`config.mk`:
```
export PLATFORM = sky130hd
export DESIGN_NAME = magic_ctl_bank_flat
export DESIGN_NICKNAME = d
export VERILOG_FILES = /design/src/rtl/magic_ctl_bank_if.sv /design/src/rtl/magic_ctl_bank.sv /design/src/flat_wrapper.sv
export SDC_FILE = /design/constraint.sdc
export NUM_CORES = 1
export LEC_CHECK = 0
export BUFFER_PORTS_ARGS = -buffer_cell sky130_fd_sc_hd__buf_2
export CAP_MARGIN = 30
export CORE_AREA = 2 2 119 121
export CTS_BUF_LIST = sky130_fd_sc_hd__clkbuf_8
export CTS_CLUSTER_DIAMETER = 120
export DETAILED_ROUTE_END_ITERATION = 10
export DIE_AREA = 0 0 121 123
export MAX_ROUTING_LAYER = met4
export PLACE_DENSITY_LB_ADDON = 0.25
export SLEW_MARGIN = 10
export SYNTH_ARGS = -nofsm -noshare
export SYNTH_HDL_FRONTEND = slang
export SYNTH_SLANG_ARGS = --single-unit
```
`constraint.sdc`:
```
create_clock -name clk28 -period 2.7 [get_ports clk28]
set_clock_uncertainty 0.1 [all_clocks]
set_input_delay 0.54 -clock clk28 [delete_from_list [all_inputs] [get_ports clk28]]
set_output_delay 0.54 -clock clk28 [all_outputs]
set_load 0.05 [all_outputs]
```
`src/rtl/magic_ctl_bank_if.sv`:
```
`default_nettype none
// ============================================================================
// Module   : cpu_bus
// Brief    : Qualified CPU bus bundle (address, write data, strobes).
// Revision : 1.0
// ============================================================================
interface cpu_bus;
   logic [15:0] a;
   logic [7:0]  d;
   logic        mreq;
   logic        ioreq;
   logic        rd;
   logic        wr;
   logic        m1;

   modport master (output a, d, mreq, ioreq, rd, wr, m1);
   modport slave  (input  a, d, mreq, ioreq, rd, wr, m1);
endinterface
`default_nettype wire

```
`src/rtl/magic_ctl_bank.sv`:
```
`default_nettype none
// ============================================================================
// Module   : magic_ctl_bank
// Brief    : Magic-mode NMI/ROM-map sequencer plus config register bank.
//            MAGIC_READBACK_EN enables readback of registers 1..NREGS-1.
// Revision : 1.0
// ============================================================================
module magic_ctl_bank #(
   parameter int                 NREGS       = 16,
   parameter logic [NREGS*8-1:0] RESET_VALS  = '0,
   parameter logic [15:0]        ENTRY_ADDR  = 16'h0066,
   parameter logic [15:0]        EXIT_ADDR   = 16'hF000,
   parameter logic [15:0]        REMAP_ADDR  = 16'hF008,
   parameter logic [7:0]         SIG         = 8'hEB,
   parameter logic [7:0]         CFG_PORT    = 8'hFF,
   parameter int                 NMI_TIMEOUT = 4096
) (
   input  logic               clk28,
   input  logic               rst_n,
   cpu_bus.slave              bus,
   input  logic               n_int,
   input  logic               n_int_next,
   input  logic               magic_button,
   input  logic               pause_button,
   input  logic               div_automap,
   output logic               n_nmi,
   output logic               magic_mode,
   output logic               magic_map,
   output logic [NREGS*8-1:0] cfg_q,
   output logic [NREGS-1:0]   cfg_wstb,
   output logic [7:0]         d_out,
   output logic               d_out_active
);
   localparam int                 c_CNT_W    = $clog2(NMI_TIMEOUT);
   localparam logic [c_CNT_W-1:0] c_CNT_LAST = c_CNT_W'(NMI_TIMEOUT - 1);

   typedef enum logic [2:0] {
      S_IDLE        = 3'd0,
      S_ARMED       = 3'd1,
      S_CHECK       = 3'd2,
      S_MAPPED      = 3'd3,
      S_UNMAP       = 3'd4,
      S_REMAP_UNMAP = 3'd5,
      S_REMAP_WAIT  = 3'd6
   } state_t;

   state_t             r_state;
   logic [c_CNT_W-1:0] r_cnt;
   logic               r_chk_seen;
   logic               r_chk_match;
   logic               r_wr_prev;

   logic [7:0] w_idx;
   logic       w_m1_mem;
   logic       w_fetch;
   logic       w_cfg_port;
   logic       w_idx_in_range;
   logic       w_wr_hit;
   logic       w_wr_first;
   logic       w_rd_ok;
   logic       w_rd_hit;
   logic [7:0] w_regs [0:255];

   assign w_idx          = bus.a[15:8];
   assign w_m1_mem       = bus.m1 && bus.mreq;
   assign w_fetch        = w_m1_mem && bus.rd;
   assign w_cfg_port     = magic_map && (bus.a[7:0] == CFG_PORT);
   assign w_idx_in_range = ({1'b0, w_idx} < 9'(NREGS));
   assign w_wr_hit       = w_cfg_port && bus.ioreq && bus.wr && w_idx_in_range && (w_idx != 8'd0);
   // Strobe only on the first cycle of an OUT so long bus cycles pulse once
   assign w_wr_first     = w_wr_hit && !r_wr_prev;

`ifdef MAGIC_READBACK_EN
   assign w_rd_ok = w_idx_in_range;
`else
   assign w_rd_ok = (w_idx == 8'd0);
`endif
   assign w_rd_hit = w_cfg_port && bus.ioreq && bus.rd && w_rd_ok;

   genvar gi;
   generate
      for (gi = 0; gi < 256; gi++) begin : g_reg
         if (gi == 0) begin : g_status
            assign w_regs[gi] = {4'b0, div_automap, magic_mode, pause_button, magic_button};
         end else if (gi < NREGS) begin : g_cfg
            logic [7:0] r_val;
            logic       r_stb;
            always_ff @(posedge clk28 or negedge rst_n) begin
               if (!rst_n) begin
                  r_val <= RESET_VALS[gi*8 +: 8];
                  r_stb <= 1'b0;
               end else begin
                  r_stb <= w_wr_first && (w_idx == 8'(gi));
                  if (w_wr_hit && (w_idx == 8'(gi)))
                     r_val <= bus.d;
               end
            end
            assign w_regs[gi]        = r_val;
            assign cfg_q[gi*8 +: 8]  = r_val;
            assign cfg_wstb[gi]      = r_stb;
         end else begin : g_none
            assign w_regs[gi] = 8'h00;
         end
      end
   endgenerate

   assign cfg_q[7:0]  = 8'h00;
   assign cfg_wstb[0] = 1'b0;

   always_ff @(posedge clk28 or negedge rst_n) begin
      if (!rst_n) begin
         d_out_active <= 1'b0;
         d_out        <= 8'h00;
      end else begin
         d_out_active <= w_rd_hit;
         if (w_rd_hit)
            d_out <= w_regs[w_idx];
      end
   end

   always_ff @(posedge clk28 or negedge rst_n) begin
      if (!rst_n) begin
         r_state     <= S_CHECK;
         n_nmi       <= 1'b1;
         magic_mode  <= 1'b1;
         magic_map   <= 1'b1;
         r_cnt       <= '0;
         r_chk_seen  <= 1'b0;
         r_chk_match <= 1'b0;
         r_wr_prev   <= 1'b0;
      end else begin
         r_wr_prev <= bus.ioreq && bus.wr;
         case (r_state)
            S_IDLE: begin
               if ((magic_button || pause_button) && n_int && !n_int_next) begin
                  n_nmi      <= 1'b0;
                  magic_mode <= 1'b1;
                  r_cnt      <= '0;
                  r_state    <= S_ARMED;
               end
            end
            S_ARMED: begin
               if (w_m1_mem && (bus.a == ENTRY_ADDR)) begin
                  n_nmi     <= 1'b1;
                  magic_map <= 1'b1;
                  r_state   <= S_CHECK;
               end else if (r_cnt == c_CNT_LAST) begin
                  // CPU never took the NMI: give up the session
                  n_nmi      <= 1'b1;
                  magic_mode <= 1'b0;
                  r_state    <= S_IDLE;
               end else if (r_cnt != {c_CNT_W{1'b1}}) begin
                  r_cnt <= r_cnt + 1'b1;
               end
            end
            S_CHECK: begin
               if (w_fetch) begin
                  if (!r_chk_seen) begin
                     r_chk_seen  <= 1'b1;
                     r_chk_match <= (bus.d == SIG);
                  end
               end else if (r_chk_seen) begin
                  r_chk_seen <= 1'b0;
                  if (r_chk_match) begin
                     r_state <= S_MAPPED;
                  end else begin
                     magic_mode <= 1'b0;
                     magic_map  <= 1'b0;
                     r_state    <= S_IDLE;
                  end
               end
            end
            S_MAPPED: begin
               if (bus.mreq && bus.rd && (bus.a == EXIT_ADDR)) begin
                  magic_mode <= 1'b0;
                  r_state    <= S_UNMAP;
               end else if (bus.mreq && bus.rd && (bus.a == REMAP_ADDR)) begin
                  r_state <= S_REMAP_UNMAP;
               end
            end
            S_UNMAP: begin
               if (!bus.mreq) begin
                  magic_map <= 1'b0;
                  r_state   <= S_IDLE;
               end
            end
            S_REMAP_UNMAP: begin
               if (!bus.mreq) begin
                  magic_map <= 1'b0;
                  r_state   <= S_REMAP_WAIT;
               end
            end
            S_REMAP_WAIT: begin
               if (w_m1_mem) begin
                  magic_map <= 1'b1;
                  r_state   <= (bus.a == ENTRY_ADDR) ? S_CHECK : S_MAPPED;
               end
            end
            default: r_state <= S_IDLE;
         endcase
      end
   end
endmodule
`default_nettype wire

```
`src/flat_wrapper.sv`:
```
// flat-port wrapper written by rule: the top's interface ports become plain ports
module magic_ctl_bank_flat 
#(
   parameter int                 NREGS       = 16,
   parameter logic [NREGS*8-1:0] RESET_VALS  = '0,
   parameter logic [15:0]        ENTRY_ADDR  = 16'h0066,
   parameter logic [15:0]        EXIT_ADDR   = 16'hF000,
   parameter logic [15:0]        REMAP_ADDR  = 16'hF008,
   parameter logic [7:0]         SIG         = 8'hEB,
   parameter logic [7:0]         CFG_PORT    = 8'hFF,
   parameter int                 NMI_TIMEOUT = 4096
)
  (clk28, rst_n, n_int, n_int_next, magic_button, pause_button, div_automap, n_nmi, magic_mode, magic_map, cfg_q, cfg_wstb, d_out, d_out_active, bus_a, bus_d, bus_mreq, bus_ioreq, bus_rd, bus_wr, bus_m1);
  cpu_bus bus_i ();
  input  logic clk28;
  input  logic rst_n;
  input  logic n_int;
  input  logic n_int_next;
  input  logic magic_button;
  input  logic pause_button;
  input  logic div_automap;
  output logic n_nmi;
  output logic magic_mode;
  output logic magic_map;
  output logic [NREGS*8-1:0] cfg_q;
  output logic [NREGS-1:0] cfg_wstb;
  output logic [7:0] d_out;
  output logic d_out_active;
  input wire logic [$bits(bus_i.a)-1:0] bus_a;
  input wire logic [$bits(bus_i.d)-1:0] bus_d;
  input wire logic [$bits(bus_i.mreq)-1:0] bus_mreq;
  input wire logic [$bits(bus_i.ioreq)-1:0] bus_ioreq;
  input wire logic [$bits(bus_i.rd)-1:0] bus_rd;
  input wire logic [$bits(bus_i.wr)-1:0] bus_wr;
  input wire logic [$bits(bus_i.m1)-1:0] bus_m1;
  assign bus_i.a = bus_a;
  assign bus_i.d = bus_d;
  assign bus_i.mreq = bus_mreq;
  assign bus_i.ioreq = bus_ioreq;
  assign bus_i.rd = bus_rd;
  assign bus_i.wr = bus_wr;
  assign bus_i.m1 = bus_m1;
  magic_ctl_bank #(.NREGS(NREGS), .RESET_VALS(RESET_VALS), .ENTRY_ADDR(ENTRY_ADDR), .EXIT_ADDR(EXIT_ADDR), .REMAP_ADDR(REMAP_ADDR), .SIG(SIG), .CFG_PORT(CFG_PORT), .NMI_TIMEOUT(NMI_TIMEOUT)) u_core (.clk28(clk28), .rst_n(rst_n), .bus(bus_i), .n_int(n_int), .n_int_next(n_int_next), .magic_button(magic_button), .pause_button(pause_button), .div_automap(div_automap), .n_nmi(n_nmi), .magic_mode(magic_mode), .magic_map(magic_map), .cfg_q(cfg_q), .cfg_wstb(cfg_wstb), .d_out(d_out), .d_out_active(d_out_active));
endmodule
```
### Word-level counts from Yosys, hierarchy flattened

Cells that the tools add are included.

| word-level totals | value |
|---|---|
| output and inout port bits | 156 |
| bits in registers | 165 |
| input port bits | 36 |

| cells by class | value |
|---|---|
| mux-type cells | 38 |
| equality and inequality tests | 44 |
| add/subtract/negate cells | 1 |
| bitwise operators | 2 |
| magnitude comparators | 2 |
| reduce and logical (&&, ||, !) cells | 63 |

Operators by type and width:

| operator | count |
|---|---|
| $bmux 8 s8 | 1 |
| $eq 8x4->1 const B | 8 |
| $mux 12 | 4 |
| $logic_and 1x1->1 | 47 |
| $eq 16x16->1 const B | 2 |
| $eq 8x3->1 const B | 4 |
| $mux 3 | 10 |
| $pmux 12 s2 | 1 |
| $pmux 3 s7 | 1 |
| $eq 16x7->1 const B | 1 |
| $eq 8x2->1 const B | 2 |
| $eq 8x8->1 const B | 2 |
| $mux 8 | 2 |
| $reduce_and 8->1 | 2 |
| $mux 1 | 15 |
| $ne 2x1->1 const B | 7 |
| $ne 2x2->1 const B | 7 |
| $add 12x1->12 const B | 1 |
| $eq 12x12->1 const B | 1 |
| $ne 12x12->1 const B | 1 |
| $eq 3x3->1 const B | 3 |
| $ge 9x9->1 const B | 1 |
| $not 8->9 | 1 |
| $eq 8x1->1 const B | 1 |
| 19 further kinds | 25 |

### Depth between registers and ports, before layout

Gate-level depths: netlist of the first run.

| depth | value |
|---|---|
| depth in word-level cells | 8 |
| gate-level depth with buffers | 7 |
| mapped depth without buffers | 6 |

### Worst setup path after synthesis of the first run

OpenSTA, ideal clock, no wires.

| timing path | value |
|---|---|
| path type | input-to-reg |
| start | in bus_a[9] |
| end | reg u_core.g_reg[14].g_cfg.r_val[0] |
| buffers on the path | 2 |
| data arrival time | 2,144 ps |
| data required time | 2,475 ps |
| path slack | 332 ps |
| stages | 7 |
| cells stage by stage | buf_2 > o41ai_2 > nor3_1 > and4b_1 > buf_2 > nand2_2 > mux2_2 |

| between the ends | value |
|---|---|
| word-level cells in the longest chain between the ends | 4 |
| elaborated cells on any way between the ends | 6 |
| those cells by class | order compare (1); eq/ne (1); reduce/logical (4) |

Ends and longest elaborated chain:

| element | line | source |
|---|---|---|
| from (decl) | flat_wrapper.sv:29 | `input wire logic [$bits(bus_i.a)-1:0] bus_a;` |
| $lt 8x5->1 | magic_ctl_bank.sv:68 | `assign w_idx_in_range = ({1'b0, w_idx} < 9'(NREGS));` |
| $logic_and 1x1->1 (2 in a row) | magic_ctl_bank.sv:69 | `assign w_wr_hit = w_cfg_port && bus.ioreq && bus.wr && w_idx_in_range && (w_idx != 8'd0);` |
| $logic_and 1x1->1 * | magic_ctl_bank.sv:94 | `if (w_wr_hit && (w_idx == 8'(gi)))` |
| to (signal assigned) | magic_ctl_bank.sv:90 | `r_val <= RESET_VALS[gi*8 +: 8];` |
| to (signal assigned) | magic_ctl_bank.sv:95 | `r_val <= bus.d;` |
| to (decl) | magic_ctl_bank.sv:86 | `logic [7:0] r_val;` |

Every way passes the cells marked *; elsewhere a longest branch is shown, timed or not.
A chain may end at the register's enable or synchronous reset.

### Worst setup path in the final report of the first run

| timing path | value |
|---|---|
| start | reg u_core.magic_map |
| end | reg u_core.g_reg[10].g_cfg.r_val[7] |

| between the ends | value |
|---|---|
| word-level cells in the longest chain between the ends | 6 |

Ends and longest elaborated chain:

| element | line | source |
|---|---|---|
| from (decl) | magic_ctl_bank.sv:28 | `output logic magic_map,` |
| from (signal assigned) | magic_ctl_bank.sv:126 | `magic_map <= 1'b1;` |
| from (signal assigned) | magic_ctl_bank.sv:145 | `magic_map <= 1'b1;` |
| from (signal assigned) | magic_ctl_bank.sv:168 | `magic_map <= 1'b0;` |
| $logic_and 1x1->1 | magic_ctl_bank.sv:67 | `assign w_cfg_port = magic_map && (bus.a[7:0] == CFG_PORT);` |
| $logic_and 1x1->1 (4 in a row) | magic_ctl_bank.sv:69 |  |
| $logic_and 1x1->1 | magic_ctl_bank.sv:94 |  |
| to (signal assigned) | magic_ctl_bank.sv:90 |  |
| to (signal assigned) | magic_ctl_bank.sv:95 |  |
| to (decl) | magic_ctl_bank.sv:86 |  |

Every way passes these cells.

==> report_table.html, run 1 <==
<table>
<tr><th>Metric</th><th>Value</th></tr>
<tr><th colspan="2">Run status</th></tr>
<tr><td>Result of the run</td><td>finished, final reports clean</td></tr>
<tr><th colspan="2">Floorplanning</th></tr>
<tr><td>Standard-cell row count</td><td>43</td></tr>
<tr><td>Floorplan Core Area</td><td>0.0136 mm2</td></tr>
<tr><td>Starting density of the core</td><td>54.1%</td></tr>
<tr><td>Boundary Pins</td><td>192</td></tr>
<tr><td>Die area</td><td>0.0149 mm2</td></tr>
<tr><td>Vertical extent of the die</td><td>123 um</td></tr>
<tr><td>DIE WIDTH</td><td>121 um</td></tr>
<tr><th colspan="2">Critical path</th></tr>
<tr><td>Kind of cell adding the most delay to the critical path</td><td>simple AND/OR/NAND/NOR gates</td></tr>
<tr><td>Type of the setup path with the least slack</td><td>reg -&gt; reg</td></tr>
<tr><td>List of cells traversed by the critical path</td><td>nand2_1 &gt; nor3_1 &gt; buf_4 &gt; and4b_1 &gt; nand2_2 &gt; mux2_2</td></tr>
<tr><td>Worst reg2reg path startpoint</td><td>u_core.magic_map</td></tr>
<tr><td>Critical path data required time</td><td>2.95 ns</td></tr>
<tr><td>Worst reg-to-reg path cell count</td><td>6</td></tr>
<tr><td>Critical Path Sink Type</td><td>flop</td></tr>
<tr><td>Max stage delay on crit path</td><td>0.60 ns</td></tr>
<tr><td>Startpoint kind of the worst setup timing path</td><td>flop</td></tr>
<tr><td>Max FO, Critical Path</td><td>8</td></tr>
<tr><td>Buffers &amp; Inverters on Critical Path</td><td>1</td></tr>
<tr><td>Data arrival time of the worst path</td><td>2.45 ns</td></tr>
<tr><td>Critical path's slowest cell</td><td>sky130_fd_sc_hd__dfstp_2</td></tr>
<tr><td>Minimum setup slack among reg-to-reg paths</td><td>0.49 ns</td></tr>
<tr><td>R2R Path End</td><td>u_core.g_reg[10].g_cfg.r_val[7]</td></tr>
<tr><th colspan="2">Detailed routing</th></tr>
<tr><td>Routed length per placed instance</td><td>19.3 um</td></tr>
<tr><td>DR vias/cell</td><td>5.58</td></tr>
<tr><td>Highest metal layer with signal wires</td><td>met4</td></tr>
<tr><td>Initial DRT Pass Iterations</td><td>4</td></tr>
<tr><td>DRC violation total after the first TritonRoute iteration</td><td>317</td></tr>
<tr><td>DRT met1 WL</td><td>7.66 mm</td></tr>
<tr><td>Aggregate routed wire length</td><td>18.1 mm</td></tr>
<tr><td>Wire length on met2</td><td>8.84 mm</td></tr>
<tr><td>Number of remaining DRC errors</td><td>0</td></tr>
<tr><td>Antenna Violating Nets Remaining</td><td>0</td></tr>
<tr><td>Number of vias after detailed routing</td><td>5253</td></tr>
<tr><td>Routed length on met3</td><td>1.26 mm</td></tr>
<tr><th colspan="2">Hold path</th></tr>
<tr><td>Worst hold endpoint</td><td>u_core.r_wr_prev</td></tr>
<tr><td>Type of the most critical hold path</td><td>in -&gt; reg</td></tr>
<tr><td>Startpoint of the lowest-slack hold path</td><td>bus_ioreq</td></tr>
<tr><td>Count of cells along the worst hold path</td><td>2</td></tr>
<tr><th colspan="2">CTS</th></tr>
<tr><td>Number of buffers created by CTS</td><td>17</td></tr>
<tr><td>Maximum level of the CTS H-tree</td><td>4</td></tr>
<tr><td>Reg clk slew, reported paths</td><td>0.08 ns</td></tr>
<tr><td>Worst-skew pair later-pin latency</td><td>0.46 ns</td></tr>
<tr><td>TritonCTS clock tree</td><td>done</td></tr>
<tr><td>Setup repair bufs after CTS</td><td>0</td></tr>
<tr><td>CTS root buf</td><td>sky130_fd_sc_hd__clkbuf_8</td></tr>
<tr><td>Total clock sinks</td><td>165</td></tr>
<tr><td>CTS Buffer Depth</td><td>2</td></tr>
<tr><th colspan="2">Synth</th></tr>
<tr><td>Portion of the post-synthesis area used by sequential elements</td><td>56.1%</td></tr>
<tr><td>Proportion of register bits with asynchronous set or reset after synthesis</td><td>100%</td></tr>
<tr><td>Area share of the largest cell type after synthesis</td><td>54.7%</td></tr>
<tr><td>Number of instances in the synthesized netlist</td><td>564</td></tr>
<tr><td>Post-synth top flop</td><td>sky130_fd_sc_hd__dfrtp_1</td></tr>
<tr><td>Average cell area after synthesis</td><td>13.1 um2</td></tr>
<tr><td>Ys Warns</td><td>0</td></tr>
<tr><td>Number of synthesized register bits</td><td>165</td></tr>
<tr><td>Largest area contributor in the synthesized netlist</td><td>sky130_fd_sc_hd__dfrtp_1</td></tr>
<tr><td>Mapped Area</td><td>0.00737 mm2</td></tr>
<tr><td>Number of flops mapped to enable cells by yosys</td><td>0</td></tr>
<tr><td>Dominant cells by area after synthesis</td><td>sky130_fd_sc_hd__dfrtp_1, sky130_fd_sc_hd__mux2_2, sky130_fd_sc_hd__buf_4, sky130_fd_sc_hd__mux4_1, sky130_fd_sc_hd__nand2_1</td></tr>
<tr><td>Distinct cells, synth</td><td>61</td></tr>
<tr><th colspan="2">Run</th></tr>
<tr><td>Count of max-cap constraint violations</td><td>0</td></tr>
<tr><th colspan="2">Placed design</th></tr>
<tr><td>Gp weighted congestion</td><td>0.831</td></tr>
<tr><td>Worst slack after detailed placement</td><td>0.0751 ns</td></tr>
<tr><td>Instance area after placement</td><td>0.00851 mm2</td></tr>
<tr><td>Buffers added on ports</td><td>182</td></tr>
<tr><td>Final HPWL DP</td><td>13.3 mm</td></tr>
<tr><th colspan="2">Finish</th></tr>
<tr><td>Number of filler instances in the final layout</td><td>1047</td></tr>
<tr><td>Share of final-layout standard cells stronger than drive strength 1</td><td>51.1%</td></tr>
<tr><td>Commonest non-fill, non-tap cell in the layout</td><td>sky130_fd_sc_hd__buf_2</td></tr>
<tr><td>Fraction of the core area covered by cells at the end of the flow</td><td>65.6%</td></tr>
<tr><td>Area overhead of the layout relative to synthesis</td><td>21.2%</td></tr>
<tr><td>Final Cell Area</td><td>0.00893 mm2</td></tr>
<tr><td>Net count of the finished layout</td><td>785</td></tr>
<tr><td>Commonest non-fill, non-tap cells in the layout</td><td>sky130_fd_sc_hd__buf_2, sky130_fd_sc_hd__dfrtp_1, sky130_fd_sc_hd__mux2_2</td></tr>
<tr><th colspan="2">STA</th></tr>
<tr><td>Setup repair after global routing missed its margin</td><td>false</td></tr>
<tr><td>Final worst hold slack</td><td>0.204 ns</td></tr>
<tr><td>Minimum clock period</td><td>2.21 ns</td></tr>
<tr><td>Final slew viol count</td><td>0</td></tr>
<tr><td>Final Worst Setup Slack</td><td>0.494 ns</td></tr>
<tr><td>Aggregate negative setup slack</td><td>0 ns</td></tr>
<tr><td>Final hold violation count</td><td>0</td></tr>
<tr><td>Fmax</td><td>453 MHz</td></tr>
<tr><td>Post-route fraction of the period consumed by the critical path</td><td>81.7%</td></tr>
<tr><td>Worst-margin pin slew</td><td>0.687 ns</td></tr>
<tr><td>Total of endpoints with negative setup slack in the final report</td><td>0</td></tr>
<tr><td>Slew Limit Headroom</td><td>53.0%</td></tr>
<tr><th colspan="2">Power</th></tr>
<tr><td>Power per cell area</td><td>595 mW/mm2</td></tr>
<tr><td>VDD IR max</td><td>0.000322 V</td></tr>
<tr><td>Leak Pwr</td><td>4.85 nW</td></tr>
<tr><th colspan="2">Global route</th></tr>
<tr><td>Number of antenna violations at the first check in global routing</td><td>1</td></tr>
<tr><td>Overflow left after global routing</td><td>0</td></tr>
<tr><td>Wire length of the first global-routing pass</td><td>28.3 mm</td></tr>
<tr><td>Largest net degree at the start of global routing</td><td>59</td></tr>
<tr><td>Via count of the first global-routing pass</td><td>5219</td></tr>
<tr><td>Total Routing Usage GR</td><td>25.9%</td></tr>
</table>
==> metrics by stage <==
step | std cells | power (mW)
finish | 941 | 5.31
global route | 941 | 5.55
CTS | 940 | 5.34
detailed placement | 908 | 3.56
global placement | 908 | 3.52
floorplan | 572 | 3.30
==> worst max path at each step <==
stage	from	endpoint	depth (start not counted)
2_1_floorplan	bus_a[9]	u_core.g_reg[14].g_cfg.r_val[0]	7
3_3_place_gp	bus_a[13]	u_core.g_reg[2].g_cfg.r_val[6]	6
3_5_place_dp	bus_a[13]	u_core.g_reg[10].g_cfg.r_val[7]	6
4_1_cts	u_core.magic_map	u_core.g_reg[2].g_cfg.r_val[1]	6
5_1_grt	u_core.r_state[2]	u_core.r_cnt[11]	5
6_report	u_core.magic_map	u_core.g_reg[10].g_cfg.r_val[7]	6
==> layer usage <==
| layer | GRT usage, % | up-vias |
|---|---|---|
| met5 | - | - |
| met4 | 9.81 | 0 |
| met3 | 7.06 | 25 |
| met2 | 40.0 | 192 |
| met1 | 33.1 | 2656 |
| li1 | - | 2380 |
==> cell usage after synthesis (all sizes together), types with 2 or more instances <==
library cell,n
a21o,2
a21oi,13
a221oi,2
a22oi,3
and2,8
and3,3
buf,33
clkbuf,15
dfrtp,161
dfstp,4
inv,8
mux2,123
mux2i,3
mux4,10
nand2,45
nand2b,4
nand3,10
nand3b,3
nand4,11
nand4b,2
nor2,31
nor2b,3
nor3,10
nor4,6
o21ai,14
o311ai,4
o31ai,4
o32ai,2
o41ai,3
or3,2
or4,9
==> registers in the layout, indices dropped and copies added, names as in the netlist <==
name                  flops
u_core.r_chk_match        1
u_core.r_state            3
u_core.magic_mode         1
u_core.magic_map          1
u_core.g.g_cfg.r_val    120
u_core.g.g_cfg.r_stb     15
u_core.n_nmi              1
u_core.d_out_active       1
u_core.r_chk_seen         1
u_core.r_cnt             12
u_core.d_out              8
u_core.r_wr_prev          1
==> report_power, final <==
| part | switching [mW] | total (mW) | internal, mW |
|---|---|---|---|
| Clock | 0.904 | 1.80 | 0.894 |
| Sequential | 0.163 | 2.78 | 2.61 |
| Combinational | 0.479 | 0.736 | 0.257 |
| Total | 1.55 | 5.31 | 3.77 |
==> kinds of logic after synthesis <==
| group | Yosys count | share of synthesized area (%) |
|---|---|---|
| buffers and inverters | 56 | 4.35 |
| AND/OR/NAND/NOR | 151 | 11.8 |
| multiplexers | 136 | 22.6 |
| XOR/XNOR | 1 | 0.119 |
| flip-flops | 165 | 56.1 |
| adder cells (fa/ha/maj) | 1 | 0.170 |
| other | 1 | 0.0509 |
| AO/OA/AOI/OAI | 53 | 4.79 |
==> area by class of cell <==
cell class	instances	area (um2)	area share [%]
Antenna cell	1	2.50	0.0280
Clock buffer	20	275	3.08
Clock inverter	11	128	1.43
Inverter	8	30.0	0.336
Multi-Input combinational cell	351	2940	33.0
Sequential cell	165	4130	46.3
Tap cell	180	225	2.52
Timing Repair Buffer	205	1190	13.4
==> what timing repair did <==
action | 4_1_cts | 5_1_grt
endpoints found under the hold margin | 53 | 0
setup endpoints to repair | 0 | 0
resized for setup | 0 | 0
hold buffers | 1 | 0
No activity file was read; power rests on OpenSTA's default activity.
==> inputs of run 2 (changes only) <==
Settings changed: ABC_AREA set to 1, CORE_AREA 2 2 119 121 to 2 2 122 124, DIE_AREA 0 0 121 123 to 0 0 124 126.
Clock period 2.7 ns to 2.21 ns, I/O delays scaled along.
==> run 2 against run 1 <==
- die area up 5.0%
- non-clock buffer count up 8
- via count rose by 26%
- sequential share of layout area is 1.8 points lower
- hold slack worse by 0.083 ns
- setup slack got worse by 0.23 ns
- routed wire length up 13%
- critical endpoint is now u_core.g_reg[13].g_cfg.r_val[4]
- highest routed layer unchanged
==> report_table.html, run 2 <==
<table>
<tr><th>Metric</th><th>Value</th></tr>
<tr><th colspan="2">Run status</th></tr>
<tr><td>Result of the run</td><td>finished, final reports clean</td></tr>
<tr><th colspan="2">Synth</th></tr>
<tr><td>Largest area contributor in the synthesized netlist</td><td>sky130_fd_sc_hd__dfrtp_1</td></tr>
<tr><td>Average cell area after synthesis</td><td>8.27 um2 (-37%)</td></tr>
<tr><td>Commonest cells in the synthesized netlist</td><td>sky130_fd_sc_hd__nand2_1, sky130_fd_sc_hd__inv_1, sky130_fd_sc_hd__dfrtp_1</td></tr>
<tr><td>Proportion of register bits with asynchronous set or reset after synthesis</td><td>100% (unchanged)</td></tr>
<tr><td>Ys Warns</td><td>0 (unchanged)</td></tr>
<tr><td>Area share of the largest cell type after synthesis</td><td>51.1% (-3.6 points)</td></tr>
<tr><td>Number of instances in the synthesized netlist</td><td>953 (+69%)</td></tr>
<tr><td>Cell with the most instances after synthesis</td><td>sky130_fd_sc_hd__nand2_1</td></tr>
<tr><td>Distinct cells, synth</td><td>35 (-43%)</td></tr>
<tr><td>Number of synthesized register bits</td><td>165 (unchanged)</td></tr>
<tr><td>Post-synth top flop</td><td>sky130_fd_sc_hd__dfrtp_1</td></tr>
<tr><td>Portion of the post-synthesis area used by sequential elements</td><td>52.4% (-3.7 points)</td></tr>
<tr><td>Number of flops mapped to enable cells by yosys</td><td>0 (unchanged)</td></tr>
<tr><td>Mapped Area</td><td>0.00788 mm2 (+7.0%)</td></tr>
<tr><td>Dominant cells by area after synthesis</td><td>sky130_fd_sc_hd__dfrtp_1, sky130_fd_sc_hd__nand2_1, sky130_fd_sc_hd__inv_1, sky130_fd_sc_hd__o21ai_0, sky130_fd_sc_hd__o21ai_1</td></tr>
<tr><th colspan="2">Global route</th></tr>
<tr><td>Number of antenna violations at the first check in global routing</td><td>0 (-1)</td></tr>
<tr><td>Via count of the first global-routing pass</td><td>6196 (+19%)</td></tr>
<tr><td>Overflow left after global routing</td><td>0 (unchanged)</td></tr>
<tr><td>Total Routing Usage GR</td><td>27.9% (+2.0 points)</td></tr>
<tr><td>Wire length of the first global-routing pass</td><td>32.3 mm (+14%)</td></tr>
<tr><td>Largest net degree at the start of global routing</td><td>45 (-24%)</td></tr>
<tr><th colspan="2">STA</th></tr>
<tr><td>Slew Limit Headroom</td><td>56.1% (+3.0 points)</td></tr>
<tr><td>Final Worst Setup Slack</td><td>0.268 ns (-0.226 ns)</td></tr>
<tr><td>Minimum clock period</td><td>1.94 ns (-0.264 ns)</td></tr>
<tr><td>Setup repair after global routing missed its margin</td><td>false</td></tr>
<tr><td>Total of endpoints with negative setup slack in the final report</td><td>0 (unchanged)</td></tr>
<tr><td>Aggregate negative setup slack</td><td>0 ns (unchanged)</td></tr>
<tr><td>Worst-margin pin slew</td><td>0.653 ns (-0.0340 ns)</td></tr>
<tr><td>Post-route fraction of the period consumed by the critical path</td><td>87.9% (+6.2 points)</td></tr>
<tr><td>Final hold violation count</td><td>0 (unchanged)</td></tr>
<tr><td>Fmax</td><td>515 MHz (+14%)</td></tr>
<tr><td>Final slew viol count</td><td>0 (unchanged)</td></tr>
<tr><td>Final worst hold slack</td><td>0.121 ns (-0.0834 ns)</td></tr>
<tr><th colspan="2">Placed design</th></tr>
<tr><td>Gp weighted congestion</td><td>0.912 (+9.7%)</td></tr>
<tr><td>Worst slack after detailed placement</td><td>0.156 ns (+0.0806 ns)</td></tr>
<tr><td>Buffers added on ports</td><td>182 (unchanged)</td></tr>
<tr><td>Final HPWL DP</td><td>15.0 mm (+12%)</td></tr>
<tr><th colspan="2">Floorplanning</th></tr>
<tr><td>Boundary Pins</td><td>192 (unchanged)</td></tr>
<tr><td>Floorplan Core Area</td><td>0.0143 mm2 (+5.2%)</td></tr>
<tr><td>DIE WIDTH</td><td>124 um (+2.5%)</td></tr>
<tr><td>Vertical extent of the die</td><td>126 um (+2.4%)</td></tr>
<tr><td>Starting density of the core</td><td>55.1% (+0.95 points)</td></tr>
<tr><td>Die area</td><td>0.0156 mm2 (+5.0%)</td></tr>
<tr><td>Standard-cell row count</td><td>44 (+2.3%)</td></tr>
<tr><th colspan="2">CTS</th></tr>
<tr><td>Number of buffers created by CTS</td><td>17 (unchanged)</td></tr>
<tr><td>Setup repair bufs after CTS</td><td>0 (unchanged)</td></tr>
<tr><td>CTS root buf</td><td>sky130_fd_sc_hd__clkbuf_8</td></tr>
<tr><td>Reg clk slew, reported paths</td><td>0.09 ns (about the same)</td></tr>
<tr><td>CTS Buffer Depth</td><td>2 (unchanged)</td></tr>
<tr><td>Maximum level of the CTS H-tree</td><td>4 (unchanged)</td></tr>
<tr><td>Total of cells resized after clock tree synthesis</td><td>0 (unchanged)</td></tr>
<tr><td>Worst-skew pair later-pin latency</td><td>0.46 ns (about the same)</td></tr>
<tr><td>Total clock sinks</td><td>165 (unchanged)</td></tr>
<tr><td>Number of hold-repair buffers added at the cts stage</td><td>1 (unchanged)</td></tr>
<tr><td>TritonCTS clock tree</td><td>done</td></tr>
<tr><th colspan="2">Critical path</th></tr>
<tr><td>Minimum setup slack among reg-to-reg paths</td><td>0.27 ns (-0.23 ns)</td></tr>
<tr><td>Critical Path Sink Type</td><td>flop</td></tr>
<tr><td>Startpoint kind of the worst setup timing path</td><td>flop</td></tr>
<tr><td>Type of the setup path with the least slack</td><td>reg -&gt; reg</td></tr>
<tr><td>Data arrival time of the worst path</td><td>2.18 ns (-0.27 ns)</td></tr>
<tr><td>Critical path data required time</td><td>2.45 ns (-0.50 ns)</td></tr>
<tr><td>Max FO, Critical Path</td><td>16 (+8)</td></tr>
<tr><th colspan="2">Finish</th></tr>
<tr><td>Share of final-layout standard cells stronger than drive strength 1</td><td>24.2% (-27 points)</td></tr>
<tr><td>Commonest non-fill, non-tap cells in the layout</td><td>sky130_fd_sc_hd__nand2_1, sky130_fd_sc_hd__inv_1, sky130_fd_sc_hd__buf_2</td></tr>
<tr><td>Commonest non-fill, non-tap cell in the layout</td><td>sky130_fd_sc_hd__nand2_1</td></tr>
<tr><td>Number of diodes</td><td>0 (-1)</td></tr>
<tr><td>Register ranked first by flip-flop count</td><td>u_core.g.g_cfg.r_val</td></tr>
<tr><td>Largest registers</td><td>u_core.g.g_cfg.r_val (120), u_core.g.g_cfg.r_stb (15), u_core.r_cnt (12)</td></tr>
<tr><td>Net count of the finished layout</td><td>1175 (+50%)</td></tr>
<tr><td>Number of flip-flops under the largest register name</td><td>120 (unchanged)</td></tr>
<tr><td>Area overhead of the layout relative to synthesis</td><td>18.0%</td></tr>
<tr><th colspan="2">Power</th></tr>
<tr><td>Leak Pwr</td><td>4.75 nW (-2.1%)</td></tr>
<tr><td>Sw power</td><td>2.06 mW (+33%)</td></tr>
<tr><td>VDD IR max</td><td>0.000475 V (+47%)</td></tr>
<tr><td>P_int</td><td>4.40 mW (+17%)</td></tr>
<tr><td>Power per cell area</td><td>695 mW/mm2 (+17%)</td></tr>
<tr><td>Sw frac</td><td>31.9% (+2.8 points)</td></tr>
<tr><td>Clk pwr share</td><td>33.8% (about the same)</td></tr>
<tr><td>Part of the power in combinational logic</td><td>16.4% (+2.5 points)</td></tr>
<tr><td>Sequential cell fraction of total power</td><td>49.8% (-2.5 points)</td></tr>
<tr><th colspan="2">Detailed routing</th></tr>
<tr><td>Number of remaining DRC errors</td><td>0 (unchanged)</td></tr>
<tr><td>Routed length per placed instance</td><td>15.3 um (-21%)</td></tr>
<tr><td>DRC violation total after the first TritonRoute iteration</td><td>536 (+69%)</td></tr>
<tr><td>DR vias/cell</td><td>4.95 (-11%)</td></tr>
<tr><td>Number of vias after detailed routing</td><td>6613 (+26%)</td></tr>
<tr><td>Initial DRT Pass Iterations</td><td>6 (+2)</td></tr>
<tr><td>Antenna Violating Nets Remaining</td><td>0 (unchanged)</td></tr>
<tr><td>Aggregate routed wire length</td><td>20.4 mm (+13%)</td></tr>
<tr><th colspan="2">Run</th></tr>
<tr><td>Count of max-cap constraint violations</td><td>0 (unchanged)</td></tr>
<tr><th colspan="2">Hold path</th></tr>
<tr><td>Type of the most critical hold path</td><td>in -&gt; reg</td></tr>
</table>
run 2: stage by stage:
stage                     area [um2]  cells  util [%]  power, mW
after floorplan                 7910    961         -       4.00
after CTS                       9300   1335      65.0       6.50
after global placement          8890   1302      62.1       4.31
after detailed placement        8890   1302      62.1       4.32
after global routing            9300   1335      65.0       6.78
final                           9300   1335      65.0       6.46
run 2: final timing paths:
kind                                           startpoint                         endpoint  depth (start not counted)
setup / recovery                         u_core.magic_map  u_core.g_reg[13].g_cfg.r_val[4]                          6
hold / removal                                  bus_ioreq                 u_core.r_wr_prev                          3
setup reg to reg                         u_core.magic_map  u_core.g_reg[13].g_cfg.r_val[4]                          6
hold reg to reg            u_core.g_reg[8].g_cfg.r_val[1]   u_core.g_reg[8].g_cfg.r_val[1]                          2
max in group asynchronous                           rst_n                u_core.r_state[1]                          3
min in group asynchronous                           rst_n                  u_core.d_out[4]                          2
run 2: critical path: stages (launching register included):
cell and delay (ns):
sky130_fd_sc_hd__dfstp_2 0.56, sky130_fd_sc_hd__nand4_1 0.14, sky130_fd_sc_hd__nor3_2 0.22, sky130_fd_sc_hd__buf_4 0.20, sky130_fd_sc_hd__nand3_2 0.26, sky130_fd_sc_hd__o21ai_0 0.27, sky130_fd_sc_hd__inv_1 0.07
run 2: final cells by class:
type,count,area [um2]
clock inverter,13,140
multi-input combinational,543,2610
sequential,165,4130
clock buffer,19,262
fill,1260,5010
timing repair buffer,213,1180
tap,184,230
inverter,198,748
run 2: cells by family after synthesis:
logic type               Yosys count  synth area share [%]
buffers and inverters            253                  14.9
AND/OR/NAND/NOR                  358                  20.4
flip-flops                       165                  52.4
adder cells (fa/ha/maj)            1                 0.159
AO/OA/AOI/OAI                    175                  12.0
other                              1                0.0476
run 2: layer usage:
metal,track usage (%),vias to the layer above,wire length [um]
li1,-,3294,-
met1,38.8,3056,9060
met2,41.5,233,9540
met3,6.93,30,1500
met4,7.27,0,319
met5,-,-,0
run 2: power groups by stage:
stage	Combinational [mW]	Clock, mW	Sequential [mW]
after floorplan	0.649	0	3.35
after global placement	1.03	0	3.27
after detailed placement	1.05	0	3.27
after CTS	1.06	2.23	3.22
after global routing	1.19	2.36	3.23
final	1.06	2.19	3.22
==> inputs of run 3 (changes only) <==
Settings changed: CORE_AREA 2 2 122 124 to 2 2 136 138, DIE_AREA 0 0 124 126 to 0 0 138 140, PLACE_DENSITY_LB_ADDON 0.25 to 0.12.
==> run 3 against run 2 <==
- core utilization is 13 points lower
- hold slack worse by 0.0077 ns
- clock power hardly changed
- count of clock-buffer cells in the layout is 2 lower
- sequential power hardly changed
- final area is 0.24% higher
- cell count is 3.1% higher
- flip-flop and latch count stayed put
- global-route usage is 4.5 points lower
- first-iteration DRC count is 30% lower
- highest routed layer unchanged
==> report_table.html, run 3 (synthesized netlist as in run 2, its figures left out) <==
<table>
<tr><th>Metric</th><th>Value</th></tr>
<tr><th colspan="2">STA</th></tr>
<tr><td>Final slew viol count</td><td>0 (unchanged)</td></tr>
<tr><td>Fmax</td><td>508 MHz (-1.4%)</td></tr>
<tr><td>Post-route fraction of the period consumed by the critical path</td><td>89.1% (+1.2 points)</td></tr>
<tr><td>Worst-margin pin slew</td><td>0.555 ns (-0.0974 ns)</td></tr>
<tr><td>Final hold violation count</td><td>0 (unchanged)</td></tr>
<tr><td>Minimum clock period</td><td>1.97 ns (+0.0266 ns)</td></tr>
<tr><td>Setup repair after global routing missed its margin</td><td>false</td></tr>
<tr><td>Total of endpoints with negative setup slack in the final report</td><td>0 (unchanged)</td></tr>
<tr><td>Aggregate negative setup slack</td><td>0 ns (unchanged)</td></tr>
<tr><td>Slew Limit Headroom</td><td>63.0% (+6.9 points)</td></tr>
<tr><th colspan="2">Finish</th></tr>
<tr><td>Largest registers</td><td>u_core.g.g_cfg.r_val (120), u_core.g.g_cfg.r_stb (15), u_core.r_cnt (12)</td></tr>
<tr><td>Number of non-filler instances in the completed layout</td><td>1377 (+3.1%)</td></tr>
<tr><td>Number of flip-flops under the largest register name</td><td>120 (unchanged)</td></tr>
<tr><td>Area overhead of the layout relative to synthesis</td><td>18.3%</td></tr>
<tr><td>Number of diodes</td><td>0 (unchanged)</td></tr>
<tr><td>Share of final-layout standard cells stronger than drive strength 1</td><td>24.0% (-0.29 points)</td></tr>
<tr><td>Net count of the finished layout</td><td>1172 (-0.26%)</td></tr>
<tr><td>Final Cell Area</td><td>0.00932 mm2 (+0.24%)</td></tr>
<tr><td>Commonest non-fill, non-tap cell in the layout</td><td>sky130_fd_sc_hd__nand2_1</td></tr>
<tr><td>Register ranked first by flip-flop count</td><td>u_core.g.g_cfg.r_val</td></tr>
<tr><td>Commonest non-fill, non-tap cells in the layout</td><td>sky130_fd_sc_hd__nand2_1, sky130_fd_sc_hd__inv_1, sky130_fd_sc_hd__buf_2</td></tr>
<tr><th colspan="2">Floorplanning</th></tr>
<tr><td>Starting density of the core</td><td>44.3% (-11 points)</td></tr>
<tr><td>Floorplan Core Area</td><td>0.0178 mm2 (+24%)</td></tr>
<tr><td>Die area</td><td>0.0193 mm2 (+24%)</td></tr>
<tr><td>Vertical extent of the die</td><td>140 um (+11%)</td></tr>
<tr><td>Boundary Pins</td><td>192 (unchanged)</td></tr>
<tr><td>DIE WIDTH</td><td>138 um (+11%)</td></tr>
<tr><td>Standard-cell row count</td><td>49 (+11%)</td></tr>
<tr><th colspan="2">Power</th></tr>
<tr><td>Final Total Pwr</td><td>6.41 mW (-0.82%)</td></tr>
<tr><td>Leak Pwr</td><td>4.75 nW (about the same)</td></tr>
<tr><td>Power per cell area</td><td>687 mW/mm2 (-1.1%)</td></tr>
<tr><td>VDD IR max</td><td>0.000411 V (-13%)</td></tr>
<tr><th colspan="2">Critical path</th></tr>
<tr><td>Minimum setup slack among reg-to-reg paths</td><td>0.24 ns (-0.03 ns)</td></tr>
<tr><td>Max FO, Critical Path</td><td>17 (+1)</td></tr>
<tr><td>Startpoint kind of the worst setup timing path</td><td>flop</td></tr>
<tr><td>Critical Path Sink Type</td><td>flop</td></tr>
<tr><td>Type of the setup path with the least slack</td><td>reg -&gt; reg</td></tr>
<tr><td>Data arrival time of the worst path</td><td>2.22 ns (+0.04 ns)</td></tr>
<tr><td>Critical path data required time</td><td>2.47 ns (+0.02 ns)</td></tr>
<tr><th colspan="2">Global route</th></tr>
<tr><td>Total Routing Usage GR</td><td>23.5% (-4.5 points)</td></tr>
<tr><td>Via count of the first global-routing pass</td><td>6192 (-0.065%)</td></tr>
<tr><td>Wire length of the first global-routing pass</td><td>34.4 mm (+6.7%)</td></tr>
<tr><td>Largest net degree at the start of global routing</td><td>51 (+13%)</td></tr>
<tr><td>Number of antenna violations at the first check in global routing</td><td>0 (unchanged)</td></tr>
<tr><td>Overflow left after global routing</td><td>0 (unchanged)</td></tr>
<tr><th colspan="2">Detailed routing</th></tr>
<tr><td>Number of remaining DRC errors</td><td>0 (unchanged)</td></tr>
<tr><td>DR vias/cell</td><td>4.75 (-4.1%)</td></tr>
<tr><td>Initial DRT Pass Iterations</td><td>5 (-1)</td></tr>
<tr><td>Number of vias after detailed routing</td><td>6544 (-1.0%)</td></tr>
<tr><td>Aggregate routed wire length</td><td>21.3 mm (+4.6%)</td></tr>
<tr><td>DRC violation total after the first TritonRoute iteration</td><td>373 (-30%)</td></tr>
<tr><td>Antenna Violating Nets Remaining</td><td>0 (unchanged)</td></tr>
<tr><td>Routed length per placed instance</td><td>15.5 um (+1.4%)</td></tr>
<tr><th colspan="2">CTS</th></tr>
<tr><td>TritonCTS clock tree</td><td>done</td></tr>
<tr><td>Reg clk slew, reported paths</td><td>0.09 ns (about the same)</td></tr>
<tr><td>CTS root buf</td><td>sky130_fd_sc_hd__clkbuf_8</td></tr>
<tr><td>Maximum level of the CTS H-tree</td><td>4 (unchanged)</td></tr>
<tr><td>CTS Buffer Depth</td><td>2 (unchanged)</td></tr>
<tr><td>Setup repair bufs after CTS</td><td>0 (unchanged)</td></tr>
<tr><td>Total clock sinks</td><td>165 (unchanged)</td></tr>
<tr><td>Number of buffers created by CTS</td><td>17 (unchanged)</td></tr>
<tr><td>Worst-skew pair later-pin latency</td><td>0.47 ns (about the same)</td></tr>
<tr><th colspan="2">Hold path</th></tr>
<tr><td>Type of the most critical hold path</td><td>in -&gt; reg</td></tr>
<tr><th colspan="2">Run status</th></tr>
<tr><td>Result of the run</td><td>finished, final reports clean</td></tr>
<tr><th colspan="2">Placed design</th></tr>
<tr><td>Final HPWL DP</td><td>15.8 mm (+5.2%)</td></tr>
<tr><td>Instance area after placement</td><td>0.00893 mm2 (+0.52%)</td></tr>
<tr><td>Gp weighted congestion</td><td>0.996 (+9.2%)</td></tr>
<tr><td>Placed cells</td><td>1344 (+3.2%)</td></tr>
<tr><td>Buffers added on ports</td><td>182 (unchanged)</td></tr>
<tr><th colspan="2">Run</th></tr>
<tr><td>Count of max-cap constraint violations</td><td>0 (unchanged)</td></tr>
</table>
-- run 3: cell types whose count changed in the layout (fill, tap and decap cells not counted), sizes merged --
cell      delta
buf          -3
clkinvlp     -3
inv          +3
clkbuf       -2
clkinv       +2
-- run 3: path summary, 6_finish.rpt --
kind                                                 from                              to  cells after the start
setup reg to reg                         u_core.magic_map  u_core.g_reg[1].g_cfg.r_val[6]                      8
hold reg to reg            u_core.g_reg[2].g_cfg.r_val[5]  u_core.g_reg[2].g_cfg.r_val[5]                      2
min in group asynchronous                           rst_n                 u_core.d_out[5]                      2
setup / recovery                         u_core.magic_map  u_core.g_reg[1].g_cfg.r_val[6]                      8
hold / removal                                  bus_ioreq                u_core.r_wr_prev                      3
max in group asynchronous                           rst_n  u_core.g_reg[1].g_cfg.r_val[1]                      3
-- run 3: metal layers --
layer  global-route usage, %  up-vias  wire length [um]
li1                        -     3295                 -
met1                    30.8     3041              9530
met2                    35.8      186              9960
met3                    6.80       22              1520
met4                    6.66        0               340
met5                       -        -                 0
-- run 3: area by class of cell --
cell class / instances / area, um2
inverter: 198 / 748
multi-input combinational: 543 / 2610
clock buffer: 17 / 234
timing repair buffer: 210 / 1170
sequential: 165 / 4130
clock inverter: 15 / 144
fill: 1769 / 8460
tap: 229 / 287
-- run 3: stage by stage --
stage | util, % | setup slack [ns] | hold slack [ns]
final | 52.4 | 0.242 | 0.113
after global routing | 52.4 | 0.0831 | 0.113
after CTS | 52.4 | 0.253 | 0.0846
after detailed placement | 50.2 | 0.163 | 0.331
after global placement | 50.2 | 0.183 | 0.324
after floorplan | - | 0.102 | 0.0464
-- run 3: timing repair --
| action | in CTS | in global routing |
|---|---|---|
| gates resized for setup | 0 | 0 |
| endpoints found under the hold margin | 40 | 0 |
| setup endpoints to repair | 0 | 0 |
| hold buffers | 1 | 0 |
-- run 3: where the power goes --
group          switching [mW]  internal (mW)
Combinational           0.757          0.271
Clock                    1.24          0.920
Sequential             0.0880           3.13
Total                    2.09           4.32
-- run 3: critical path: stages (launching register included) --
cell,delay (ns)
sky130_fd_sc_hd__dfstp_2,0.56
sky130_fd_sc_hd__nand4_1,0.15
sky130_fd_sc_hd__nor3_1,0.24
sky130_fd_sc_hd__buf_4,0.17
sky130_fd_sc_hd__nand2_4,0.09
sky130_fd_sc_hd__clkinv_4,0.14
sky130_fd_sc_hd__nand3_4,0.21
sky130_fd_sc_hd__nand2_1,0.14
sky130_fd_sc_hd__o21ai_2,0.06
